--- src/rtl/pong_pkg.sv ---
// Shared definitions for the pong game controller: state codes, score width,
// parameter defaults and saturating score arithmetic.
package pong_pkg;

    localparam int SCORE_W             = 5;
    localparam int STATE_W             = 3;
    localparam int MAX_SCORE_DEF_P     = 5;
    localparam int MAX_SCORE_MIN_P     = 1;
    localparam int MAX_SCORE_LIM_P     = 21;
    localparam int END_HOLD_FRAMES_P   = 60;

    typedef enum logic [STATE_W-1:0] {
        ST_MENU      = 3'd0,
        ST_SET       = 3'd1,
        ST_START     = 3'd2,
        ST_PLAY      = 3'd3,
        ST_END_POINT = 3'd4,
        ST_END_GAME  = 3'd5
    } state_e;

    typedef logic [SCORE_W-1:0] score_t;

    function automatic score_t sat_inc(input score_t v, input score_t lim);
        return (v >= lim) ? lim : v + score_t'(1);
    endfunction

    function automatic score_t sat_dec(input score_t v, input score_t lim);
        return (v <= lim) ? lim : v - score_t'(1);
    endfunction

endpackage

--- src/rtl/btn_edge.sv ---
// Frame-sampled rising-edge detector: a button event is a 1 sample following
// a 0 sample, asserted only during the frame_tick cycle that takes the sample.
module btn_edge
    import pong_pkg::*;
(
    input  logic clk,
    input  logic reset_n,
    input  logic frame_tick_i,
    input  logic btn_i,
    output logic rise_o
);

    logic sample_q;

    always_ff @(posedge clk or negedge reset_n) begin
        if (!reset_n) begin
            sample_q <= 1'b0;
        end else if (frame_tick_i) begin
            sample_q <= btn_i;
        end
    end

    assign rise_o = frame_tick_i & btn_i & ~sample_q;

endmodule

--- src/rtl/pong_game_ctrl.sv ---
// Pong game sequencing: menu, max-score setup, serve, rally, point hold and
// game-over, with scoring driven by wall hits from the ball datapath.
module pong_game_ctrl
    import pong_pkg::*;
#(
    parameter int MAX_SCORE_DEF   = MAX_SCORE_DEF_P,
    parameter int MAX_SCORE_MIN   = MAX_SCORE_MIN_P,
    parameter int MAX_SCORE_LIM   = MAX_SCORE_LIM_P,
    parameter int END_HOLD_FRAMES = END_HOLD_FRAMES_P
) (
    input  logic               clk,
    input  logic               reset_n,
    input  logic               frame_tick,
    input  logic               btn_launch,
    input  logic               btn_up,
    input  logic               btn_down,
    input  logic               left_hit,
    input  logic               right_hit,
    output logic [STATE_W-1:0] state,
    output logic [SCORE_W-1:0] score_p1,
    output logic [SCORE_W-1:0] score_p2,
    output logic [SCORE_W-1:0] max_score,
    output logic               start_player,
    output logic               winner,
    output logic               ball_enable,
    output logic               serve_load
);

    localparam int     HOLD_W    = $clog2(END_HOLD_FRAMES + 1);
    localparam logic [HOLD_W-1:0] HOLD_LAST = HOLD_W'(END_HOLD_FRAMES - 1);
    localparam score_t MAX_DEF   = score_t'(MAX_SCORE_DEF);
    localparam score_t MAX_MIN   = score_t'(MAX_SCORE_MIN);
    localparam score_t MAX_LIM   = score_t'(MAX_SCORE_LIM);

    logic launch_ev, up_ev, down_ev;

    btn_edge u_launch (
        .clk          (clk),
        .reset_n      (reset_n),
        .frame_tick_i (frame_tick),
        .btn_i        (btn_launch),
        .rise_o       (launch_ev)
    );

    btn_edge u_up (
        .clk          (clk),
        .reset_n      (reset_n),
        .frame_tick_i (frame_tick),
        .btn_i        (btn_up),
        .rise_o       (up_ev)
    );

    btn_edge u_down (
        .clk          (clk),
        .reset_n      (reset_n),
        .frame_tick_i (frame_tick),
        .btn_i        (btn_down),
        .rise_o       (down_ev)
    );

    state_e              state_q, state_d;
    score_t              s1_q, s1_d, s2_q, s2_d, max_q, max_d;
    logic                sp_q, sp_d, win_q, win_d;
    logic                ball_en_q, ball_en_d, serve_q, serve_d;
    logic [HOLD_W-1:0]   hold_q, hold_d;

    always_comb begin
        state_d = state_q;
        s1_d    = s1_q;
        s2_d    = s2_q;
        max_d   = max_q;
        sp_d    = sp_q;
        win_d   = win_q;
        hold_d  = hold_q;

        case (state_q)
            ST_MENU: begin
                if (launch_ev) state_d = ST_SET;
            end
            ST_SET: begin
                if (up_ev && !down_ev) begin
                    max_d = sat_inc(max_q, MAX_LIM);
                end else if (down_ev && !up_ev) begin
                    max_d = sat_dec(max_q, MAX_MIN);
                end
                if (launch_ev) begin
                    state_d = ST_START;
                    s1_d    = '0;
                    s2_d    = '0;
                    sp_d    = 1'b0;
                end
            end
            ST_START: begin
                if (launch_ev) state_d = ST_PLAY;
            end
            ST_PLAY: begin
                // Simultaneous hits void the point but still end the rally.
                if (left_hit || right_hit) begin
                    state_d = ST_END_POINT;
                    hold_d  = '0;
                    if (right_hit && !left_hit) begin
                        s1_d = sat_inc(s1_q, max_q);
                        sp_d = 1'b1;
                    end else if (left_hit && !right_hit) begin
                        s2_d = sat_inc(s2_q, max_q);
                        sp_d = 1'b0;
                    end
                end
            end
            ST_END_POINT: begin
                if (frame_tick) begin
                    if (hold_q == HOLD_LAST) begin
                        if (s1_q == max_q || s2_q == max_q) begin
                            state_d = ST_END_GAME;
                            win_d   = (s2_q == max_q);
                        end else begin
                            state_d = ST_START;
                        end
                    end else begin
                        hold_d = hold_q + HOLD_W'(1);
                    end
                end
            end
            ST_END_GAME: begin
                if (launch_ev) begin
                    state_d = ST_MENU;
                    s1_d    = '0;
                    s2_d    = '0;
                end
            end
            default: begin
                state_d = ST_MENU;
            end
        endcase

        ball_en_d = (state_d == ST_PLAY);
        serve_d   = (state_d == ST_START) && (state_q != ST_START);
    end

    always_ff @(posedge clk or negedge reset_n) begin
        if (!reset_n) begin
            state_q   <= ST_MENU;
            s1_q      <= '0;
            s2_q      <= '0;
            max_q     <= MAX_DEF;
            sp_q      <= 1'b0;
            win_q     <= 1'b0;
            hold_q    <= '0;
            ball_en_q <= 1'b0;
            serve_q   <= 1'b0;
        end else begin
            state_q   <= state_d;
            s1_q      <= s1_d;
            s2_q      <= s2_d;
            max_q     <= max_d;
            sp_q      <= sp_d;
            win_q     <= win_d;
            hold_q    <= hold_d;
            ball_en_q <= ball_en_d;
            serve_q   <= serve_d;
        end
    end

    assign state        = state_q;
    assign score_p1     = s1_q;
    assign score_p2     = s2_q;
    assign max_score    = max_q;
    assign start_player = sp_q;
    assign winner       = win_q;
    assign ball_enable  = ball_en_q;
    assign serve_load   = serve_q;

endmodule

--- config.mk ---
export PLATFORM = sky130hd
export DESIGN_NAME = pong_game_ctrl
export DESIGN_NICKNAME = d
export VERILOG_FILES = /design/src/rtl/pong_pkg.sv /design/src/rtl/btn_edge.sv /design/src/rtl/pong_game_ctrl.sv
export SDC_FILE = /design/constraint.sdc
export NUM_CORES = 1
export LEC_CHECK = 0
export BUFFER_PORTS_ARGS = -buffer_cell sky130_fd_sc_hd__buf_4
export CORE_MARGIN = 5
export CORE_UTILIZATION = 60
export CTS_CLUSTER_DIAMETER = 30
export DETAILED_ROUTE_END_ITERATION = 12
export PLACE_DENSITY = 0.86
export SYNTH_ARGS = -nofsm -noshare
export SYNTH_HDL_FRONTEND = slang
export SYNTH_HIERARCHICAL = 1
export SYNTH_SLANG_ARGS = --single-unit
--- constraint.sdc ---
create_clock -name clk -period 3.4 [get_ports clk]
set_input_delay 0.68 -clock clk [delete_from_list [all_inputs] [get_ports clk]]
set_output_delay 0.68 -clock clk [all_outputs]
set_load 0.01 [all_outputs]
---- Yosys cells after proc, flatten, opt, wreduce, memory -nomap -nowiden ----
Cells that the tools add are included.
Widths: inputs -> output; s select.
operators by class
  equality and inequality tests ........... 20
  reductions and logical operators ........ 23
  mux-type cells .......................... 32
  add/subtract/negate cells ............... 5
  bitwise gates (word level) .............. 9
  $lt $le $gt $ge ......................... 4
operators by type and width
  kind                 number
  $mux 5               12
  $mux 3               8
  $pmux 5 s2           2
  $mux 6               3
  $pmux 3 s6           1
  $reduce_and 4->1     4
  $add 5x1->5 const B  3
  $ne 2x2->1 const B   7
  $eq 3x2->1 const B   4
  $pmux 6 s2           1
  $eq 5x5->1           2
  $ge 5x5->1           2
  $reduce_bool 2->1    4
  $add 6x1->6 const B  1
  $and 1x1->1          6
  $eq 3x3->1 const B   2
  $eq 6x6->1 const B   1
  $ge 5x5->1 const B   1
  $le 5x1->1 const B   1
  $logic_and 1x1->1    5
  $reduce_and 5->1     1
  $sub 5x1->5 const B  1
  $logic_not 1->1      4
  $mux 1               4
  other kinds (10)     13
storage, ports and cells
  output and inout port bits .............. 22
  logic and storage cells ................. 105
  register bits after elaboration ......... 31

---- Longest topological paths before layout ----
Gate-level depths: netlist of the first run.
  depth in word-level cells ............... 8
  depth in mapped cells ................... 9

---- Hierarchy ----
Netlist of the first run, hierarchy kept.
modules (own cells, without submodules)
  module          area each (um^2)  cells each  seq. area each (um^2)  times used
  pong_game_ctrl  2,029.4           232         703.2                  1
  btn_edge        50.0              3           25.0                   3

---- Least setup slack after synthesis of the first run ----
OpenSTA, ideal clock, no wires.
  path type ............................... register -> register
  start ................................... register max_q[2], in the netlist max_score[2]
  end ..................................... register s2_q[2], in the netlist score_p2[2]
  data arrival time ....................... 2.077 ns
  library setup time ...................... 0.129 ns
  required time ........................... 3.271 ns
  clock period less this slack ............ 2.207 ns
  slack ................................... 1.193 ns
  cell stages (with the launch flop) ...... 10
  cell sequence ........................... dfstp_2 clkbuf_1 inv_1 ha_1 and3_1 nand3_1 and4b_1 buf_2 mux2i_1 o22ai_1
on the way
  word-level cells in the longest chain between the ends .. 6
ends and longest elaborated chain
  what                    RTL line               source
  from (decl)             pong_game_ctrl.sv:62   score_t s1_q, s1_d, s2_q, s2_d, max_q, max_d;
  from (signal assigned)  pong_game_ctrl.sv:155  max_q <= max_d;
  $ge 5x5->1              pong_pkg.sv:24         return (v >= lim) ? lim : v + score_t'(1);
  $mux 5 (*)              pong_pkg.sv:24
  $mux 5 (*)              pong_game_ctrl.sv:104  end else if (left_hit && !right_hit) begin
  $mux 5 (*)              pong_game_ctrl.sv:101  if (right_hit && !left_hit) begin
  $mux 5 (*)              pong_game_ctrl.sv:98   if (left_hit || right_hit) begin
  $pmux 5 s2 (*)          pong_game_ctrl.sv:76   case (state_q)
  to (signal assigned)    pong_game_ctrl.sv:144  s2_q <= '0;
  to (signal assigned)    pong_game_ctrl.sv:154  s2_q <= s2_d;
  to (decl)               pong_game_ctrl.sv:62
Every way passes the cells marked *; elsewhere a longest branch is shown, timed or not. The select of a mux whose other input is x is not followed.
A chain may end at the register's enable or synchronous reset.

---- Final worst setup path of the first run ----
  start ................................... register max_q[1], in the netlist max_score[1]
  end ..................................... register s2_q[2], in the netlist score_p2[2]
on the way
  word-level cells in the longest chain between the ends .. 6
ends and longest elaborated chain
  what        RTL line
  $ge 5x5->1  pong_pkg.sv:24
  $mux 5      pong_pkg.sv:24
  $mux 5      pong_game_ctrl.sv:104
  $mux 5      pong_game_ctrl.sv:101
  $mux 5      pong_game_ctrl.sv:98
  $pmux 5 s2  pong_game_ctrl.sv:76
Every way passes these cells. The select of a mux whose other input is x is not followed.

==> run metrics, run 1 <==
share of the synthesized area in the top cell type 0.3330; Setup Skew 6.021 ps; Primary FF master, synth sky130_fd_sc_hd__dfrtp_1; syn avg cell area 9.044 µm²; relative area change from synthesis to final layout 13.49%; combined global-route utilization of all metal layers 0.2198; worst slew margin relative to its limit 0.4504; violation count after the first detailed-route iteration 225; leakage power summed over all cells 1.133 nW; count of non-filler cells in the finished layout 316; Cell variety after synth 56; residual antenna-violating net count after detailed routing 0; register area share after synthesis 0.3571; kind of critical path reg2reg; final count of hold timing violations 0; ANT cells 0; CTS tree yes; fraction of the mapped netlist area in adder cells 0.1148; antenna violations before repair 0; floorplan die height 70.27 µm; Synth Cell Area 0.002180 mm²; number of cells upsized or downsized after cts 0; average wire length per cell after detail routing 16.48 µm; share of flip-flops with an asynchronous set or reset after synthesis 1.000; Worst EP arrival 2530 ps; number of clock sinks 31; Worst R2R Start max_score[1]; Slew Viols, Final 0; top cells by area, synth sky130_fd_sc_hd__dfrtp_1 (33%), sky130_fd_sc_hd__ha_1 (11%), sky130_fd_sc_hd__o21ai_0 (4.6%); met3 routing resource usage after global routing 0.05165; Tightest Pin Transition 815.8 ps; crit path launch max_score[1]; Power Total 0.001959 W; number of global-route vias before repair 1,861; main combinational cell family by area after synthesis simple AND/OR/NAND/NOR gates; number of setup violations in the final report 0; Avg Vias per Cell 6.304; type of the most critical hold path in2async; routing usage on met1 0.2902; number of DRC violations after detailed routing 0; number of flops mapped to enable cells by yosys 0; compound-cell area share of the yosys netlist 0.2009; crit-path max FO 10; busiest layer in global routing met2; fraction of the cycle the final worst path needs 0.6815; met2 capacity usage during global routing 0.3514; FMAX 0.4316 GHz; clock transition at the registers of the reported paths 100 ps; floorplan row count 21; register bit total from synthesis 31; Routed Wire Length 5.209 mm; Reg area 778.2 µm²; synthesized net count 269; area of the placeable core 0.003416 mm²; worst supply voltage drop on vdd 0.0005897 V; root buf cell sky130_fd_sc_hd__clkbuf_4; setup repair after global routing missed its margin no; ratio of cells with drive above 1 in the final layout 0.1852; share of cell area taken by muxes after synthesis 0.05798; input/output buffers 29; maximum buffer depth of the clock tree 2; initial core utilization 0.6381; Layout fillers 267; top-level port count 30; run status finished clean; # H-tree levels 2; first-pass detailed-route iteration total 4; Net count, final 297; Vias 1,992; startpoint type of the worst setup path flip-flop; width of the chip 70.27 µm; CTS hold repair buffers 0; Mapped Cells 241; simple-gate portion of the synthesized area 0.2090; maxcap violations 0; buffer count from post-CTS setup fixing 0; maximum number of pins on one net before global-route repair 32; area occupied by multi-input gates 0.001287 mm²; warning count from the yosys run 6; P per Cell Area 791.9 mW/mm²; grt ovf 0; wire length of the first global-routing pass 8.790 mm; full die area 0.004938 mm²; Final TNS setup 0 ps; Final HPWL DP 3.973 mm; shortest period the worst path allows 2317 ps; dominant cell type by area after synthesis sky130_fd_sc_hd__dfrtp_1; Clk Latency, worst-skew pair 330 ps; Critical Path End Type flip-flop; required time of the worst setup path 3620 ps; top library cells by usage in the layout, fill and taps aside sky130_fd_sc_hd__dfrtp_1 (29), sky130_fd_sc_hd__buf_4 (29), sky130_fd_sc_hd__inv_1 (21); number of placed instances, taps included 308; xor/xnor cell area share of the yosys netlist 0.008037; routability cong. 0.8719; CTS buffer count 5
## sequential cells by signal, indices dropped and copies added, names as in the netlist
signal             count
u_up/sample_q          1
state                  3
start_player           1
max_score              5
score_p2               5
serve_load             1
u_down/sample_q        1
score_p1               5
u_launch/sample_q      1
winner                 1
ball_enable            1
hold_q                 6
## cell type report
type,instances,share of cell area
inverter,22,0.03338
multi-input combinational,180,0.5205
clock inverter,1,0.002023
clock buffer,7,0.01821
sequential,31,0.3146
timing repair buffer,29,0.08801
tap,46,0.02327
## through the flow
step / hold WS, ps / area [µm²] / worst slack, ps / utilization
after global routing: 279.3 / 2474 / 903.9 / 0.7242
after CTS: 271.3 / 2474 / 1094 / 0.7242
final: 267.5 / 2474 / 1083 / 0.7242
after floorplan: 384.4 / 2180 / 1193 / -
after detailed placement: 491.7 / 2424 / 1008 / 0.7095
after global placement: 486.7 / 2424 / 1000 / 0.7095
## cell families after synthesis
| family | after synthesis |
|---|---|
| muxes | 11 |
| DFF | 31 |
| buffers and inverters | 30 |
| xor gates and xnor gates | 2 |
| and+or+nand+nor | 80 |
| AOI/OAI and AO/OA | 67 |
| adders and majority gates | 20 |
## worst max-delay path, cell delays in order (launching register included)
cell and delay (ps):
sky130_fd_sc_hd__dfrtp_1 530, sky130_fd_sc_hd__inv_1 220, sky130_fd_sc_hd__ha_1 330, sky130_fd_sc_hd__nor2b_1 130, sky130_fd_sc_hd__o21ai_0 150, sky130_fd_sc_hd__and4b_1 460, sky130_fd_sc_hd__mux2i_1 270, sky130_fd_sc_hd__o22ai_1 100
## synthesized netlist by cell type (2+ instances only)
master,n
sky130_fd_sc_hd__dfrtp_1,29
sky130_fd_sc_hd__inv_1,21
sky130_fd_sc_hd__ha_1,20
sky130_fd_sc_hd__o21ai_0,20
sky130_fd_sc_hd__nand2_1,19
sky130_fd_sc_hd__nor2_1,13
sky130_fd_sc_hd__a21oi_1,10
sky130_fd_sc_hd__nand3_1,10
sky130_fd_sc_hd__clkbuf_1,7
sky130_fd_sc_hd__mux2i_1,7
sky130_fd_sc_hd__o22ai_1,7
sky130_fd_sc_hd__a31oi_1,6
sky130_fd_sc_hd__nand4_1,5
sky130_fd_sc_hd__nor2b_1,5
sky130_fd_sc_hd__or3_1,5
sky130_fd_sc_hd__nor3_1,4
sky130_fd_sc_hd__and3b_2,3
sky130_fd_sc_hd__mux2_4,3
sky130_fd_sc_hd__nor4_1,3
sky130_fd_sc_hd__a211oi_1,2
sky130_fd_sc_hd__and3_1,2
sky130_fd_sc_hd__dfstp_2,2
sky130_fd_sc_hd__nand2b_1,2
sky130_fd_sc_hd__o211ai_1,2
sky130_fd_sc_hd__o311ai_0,2
sky130_fd_sc_hd__xor2_1,2
## where the power goes
part           internal [W]  switching (W)
clock             0.0000806       0.000131
sequential         0.000478       0.000227
combinational      0.000466       0.000576
## path summary, 6_finish.rpt
| path | end | slack (ps) | cells past startpoint |
|---|---|---|---|
| max | score_p2[2] | 1080 | 7 |
| min | u_up/sample_q | 270 | 1 |
| max reg2reg | score_p2[2] | 1080 | 7 |
| min reg2reg | u_up/sample_q | 520 | 1 |
| max in group asynchronous | max_score[0] | 2810 | 1 |
| min in group clk | u_up/sample_q | 520 | 1 |
## layer usage
metal,vias up,part of all wire
met4,0,0.028
met5,-,0
met2,82,0.47
li1,954,-
met3,13,0.067
met1,943,0.44
No activity file was read; power rests on OpenSTA's default activity.
==> run 2, diff against run 1 <==
--- a/config.mk
+++ b/config.mk
@@ -7,10 +7,10 @@
 export LEC_CHECK = 0
 export BUFFER_PORTS_ARGS = -buffer_cell sky130_fd_sc_hd__buf_4
 export CORE_MARGIN = 5
-export CORE_UTILIZATION = 60
+export CORE_UTILIZATION = 57
 export CTS_CLUSTER_DIAMETER = 30
 export DETAILED_ROUTE_END_ITERATION = 12
-export PLACE_DENSITY = 0.86
+export PLACE_DENSITY = 0.82
 export SYNTH_ARGS = -nofsm -noshare
 export SYNTH_HDL_FRONTEND = slang
 export SYNTH_HIERARCHICAL = 1
==> constraint.sdc (replaced) <==
create_clock -name clk -period 2.15 [get_ports clk]
set_input_delay 0.43 -clock clk [delete_from_list [all_inputs] [get_ports clk]]
set_output_delay 0.43 -clock clk [all_outputs]
set_load 0.01 [all_outputs]
==> run metrics, run 2 (synthesized netlist as in run 1, its figures left out) <==
worst supply voltage drop on vdd 0.0007432 V; worst hold-check slack 68.75 ps; kind of critical path reg2reg; buffer count from post-CTS setup fixing 0; Avg Vias per Cell 6.052; wire length of the first global-routing pass 8.776 mm; Critical Path End Type flip-flop; type of the most critical hold path in2async; floorplan die height 71.84 µm; worst slew margin relative to its limit 0.4681; most common library cell in the layout ignoring fill and taps sky130_fd_sc_hd__buf_4; top library cells by usage in the layout, fill and taps aside sky130_fd_sc_hd__buf_4 (38), sky130_fd_sc_hd__dfrtp_1 (29), sky130_fd_sc_hd__inv_1 (21); root buf cell sky130_fd_sc_hd__clkbuf_8; Clk Latency, worst-skew pair 280 ps; Slew Viols, Final 0; number of DRC violations after detailed routing 0; maxcap violations 0; # H-tree levels 2; first-pass detailed-route iteration total 5; number of clock sinks 31; residual antenna-violating net count after detailed routing 0; width of the chip 71.84 µm; fraction of the cycle the final worst path needs 0.9361; violation count after the first detailed-route iteration 134; grt ovf 0; setup repair after global routing missed its margin no; final count of hold timing violations 0; area of the placeable core 0.003689 mm²; relative area change from synthesis to final layout 18.14%; number of global-route vias before repair 1,790; maximum buffer depth of the clock tree 2; Vias 1,979; number of cells upsized or downsized after cts 0; number of flip-flops under the largest register name 6; P per Cell Area 1304 mW/mm²; crit-path max FO 10; initial core utilization 0.5909; Final TNS setup 0 ps; ratio of cells with drive above 1 in the final layout 0.2115; average wire length per cell after detail routing 16.20 µm; startpoint type of the worst setup path flip-flop; shortest period the worst path allows 2013 ps; run status finished clean; clock transition at the registers of the reported paths 60 ps; FMAX 0.4969 GHz; CTS tree yes; Final HPWL DP 3.846 mm; Setup Skew 1.933 ps; top-level port count 30; required time of the worst setup path 2310 ps; Biggest register hold_q; number of setup violations in the final report 0; antenna violations before repair 0; Worst EP arrival 2170 ps; floorplan row count 22; input/output buffers 29; Tightest Pin Transition 789.5 ps; CTS hold repair buffers 0; CTS buffer count 5; R2R Setup Slk 140 ps; combined global-route utilization of all metal layers 0.2202; full die area 0.005160 mm²; leakage power summed over all cells 1.188 nW; Net count, final 306; ANT cells 0; Routed Wire Length 5.298 mm; maximum number of pins on one net before global-route repair 32; routability cong. 0.8819
[run 2: cell types whose count changed in the layout (fill, tap and decap cells not counted), sizes merged]
cell	delta
buf	+9
clkbuf	+1
clkinv	-1
[run 2: final cells by class]
cell class	count	area, µm²
clock buffer	8	80.08
fill	299	1114
inverter	22	82.58
multi-input combinational	180	1289
sequential	31	778.2
tap	48	60.06
timing repair buffer	38	285.3
[run 2: final timing paths]
path | startpoint | endpoint | cells after the start
max in group asynchronous | reset_n | max_score[0] | 1
hold reg to reg | u_launch/sample_q | u_launch/sample_q | 1
setup reg to reg | max_score[3] | score_p2[2] | 7
setup / recovery | max_score[3] | score_p2[2] | 7
hold / removal | reset_n | state[1] | 1
min in group clk | btn_down | u_down/sample_q | 2
[run 2: stage by stage]
step | util | total power [W] | worst slack [ps] | instances | area [µm²]
floorplan | - | 0.002205 | 73.06 | 241 | 2181
global placement | 0.6761 | 0.002819 | 144.7 | 319 | 2494
global route | 0.6981 | 0.003628 | 20.87 | 327 | 2575
CTS | 0.6978 | 0.003339 | 67.23 | 327 | 2574
detailed placement | 0.6761 | 0.002868 | 107.1 | 319 | 2494
finish | 0.6981 | 0.003358 | 137.4 | 327 | 2575
[run 2: critical path, stage by stage, from the launching register on]
cell	delay (ps)
sky130_fd_sc_hd__dfrtp_1	370
sky130_fd_sc_hd__inv_1	200
sky130_fd_sc_hd__ha_1	290
sky130_fd_sc_hd__and3_1	200
sky130_fd_sc_hd__nand3_1	120
sky130_fd_sc_hd__and4b_2	390
sky130_fd_sc_hd__mux2i_1	230
sky130_fd_sc_hd__o22ai_1	90
[run 2: routing by layer]
layer,wire (µm),up-vias,global-route usage
met1,2451,940,0.3147
met5,0,-,0
li1,-,964,-
met4,93,0,0.07933
met3,347,8,0.05610
met2,2405,67,0.3204
[run 2: power breakdown]
group / switching [W] / internal, W / leakage (nW)
combinational: 0.00104 / 0.000851 / 0.753
clock: 0.000222 / 0.000230 / 0.0395
sequential: 0.000254 / 0.000757 / 0.396
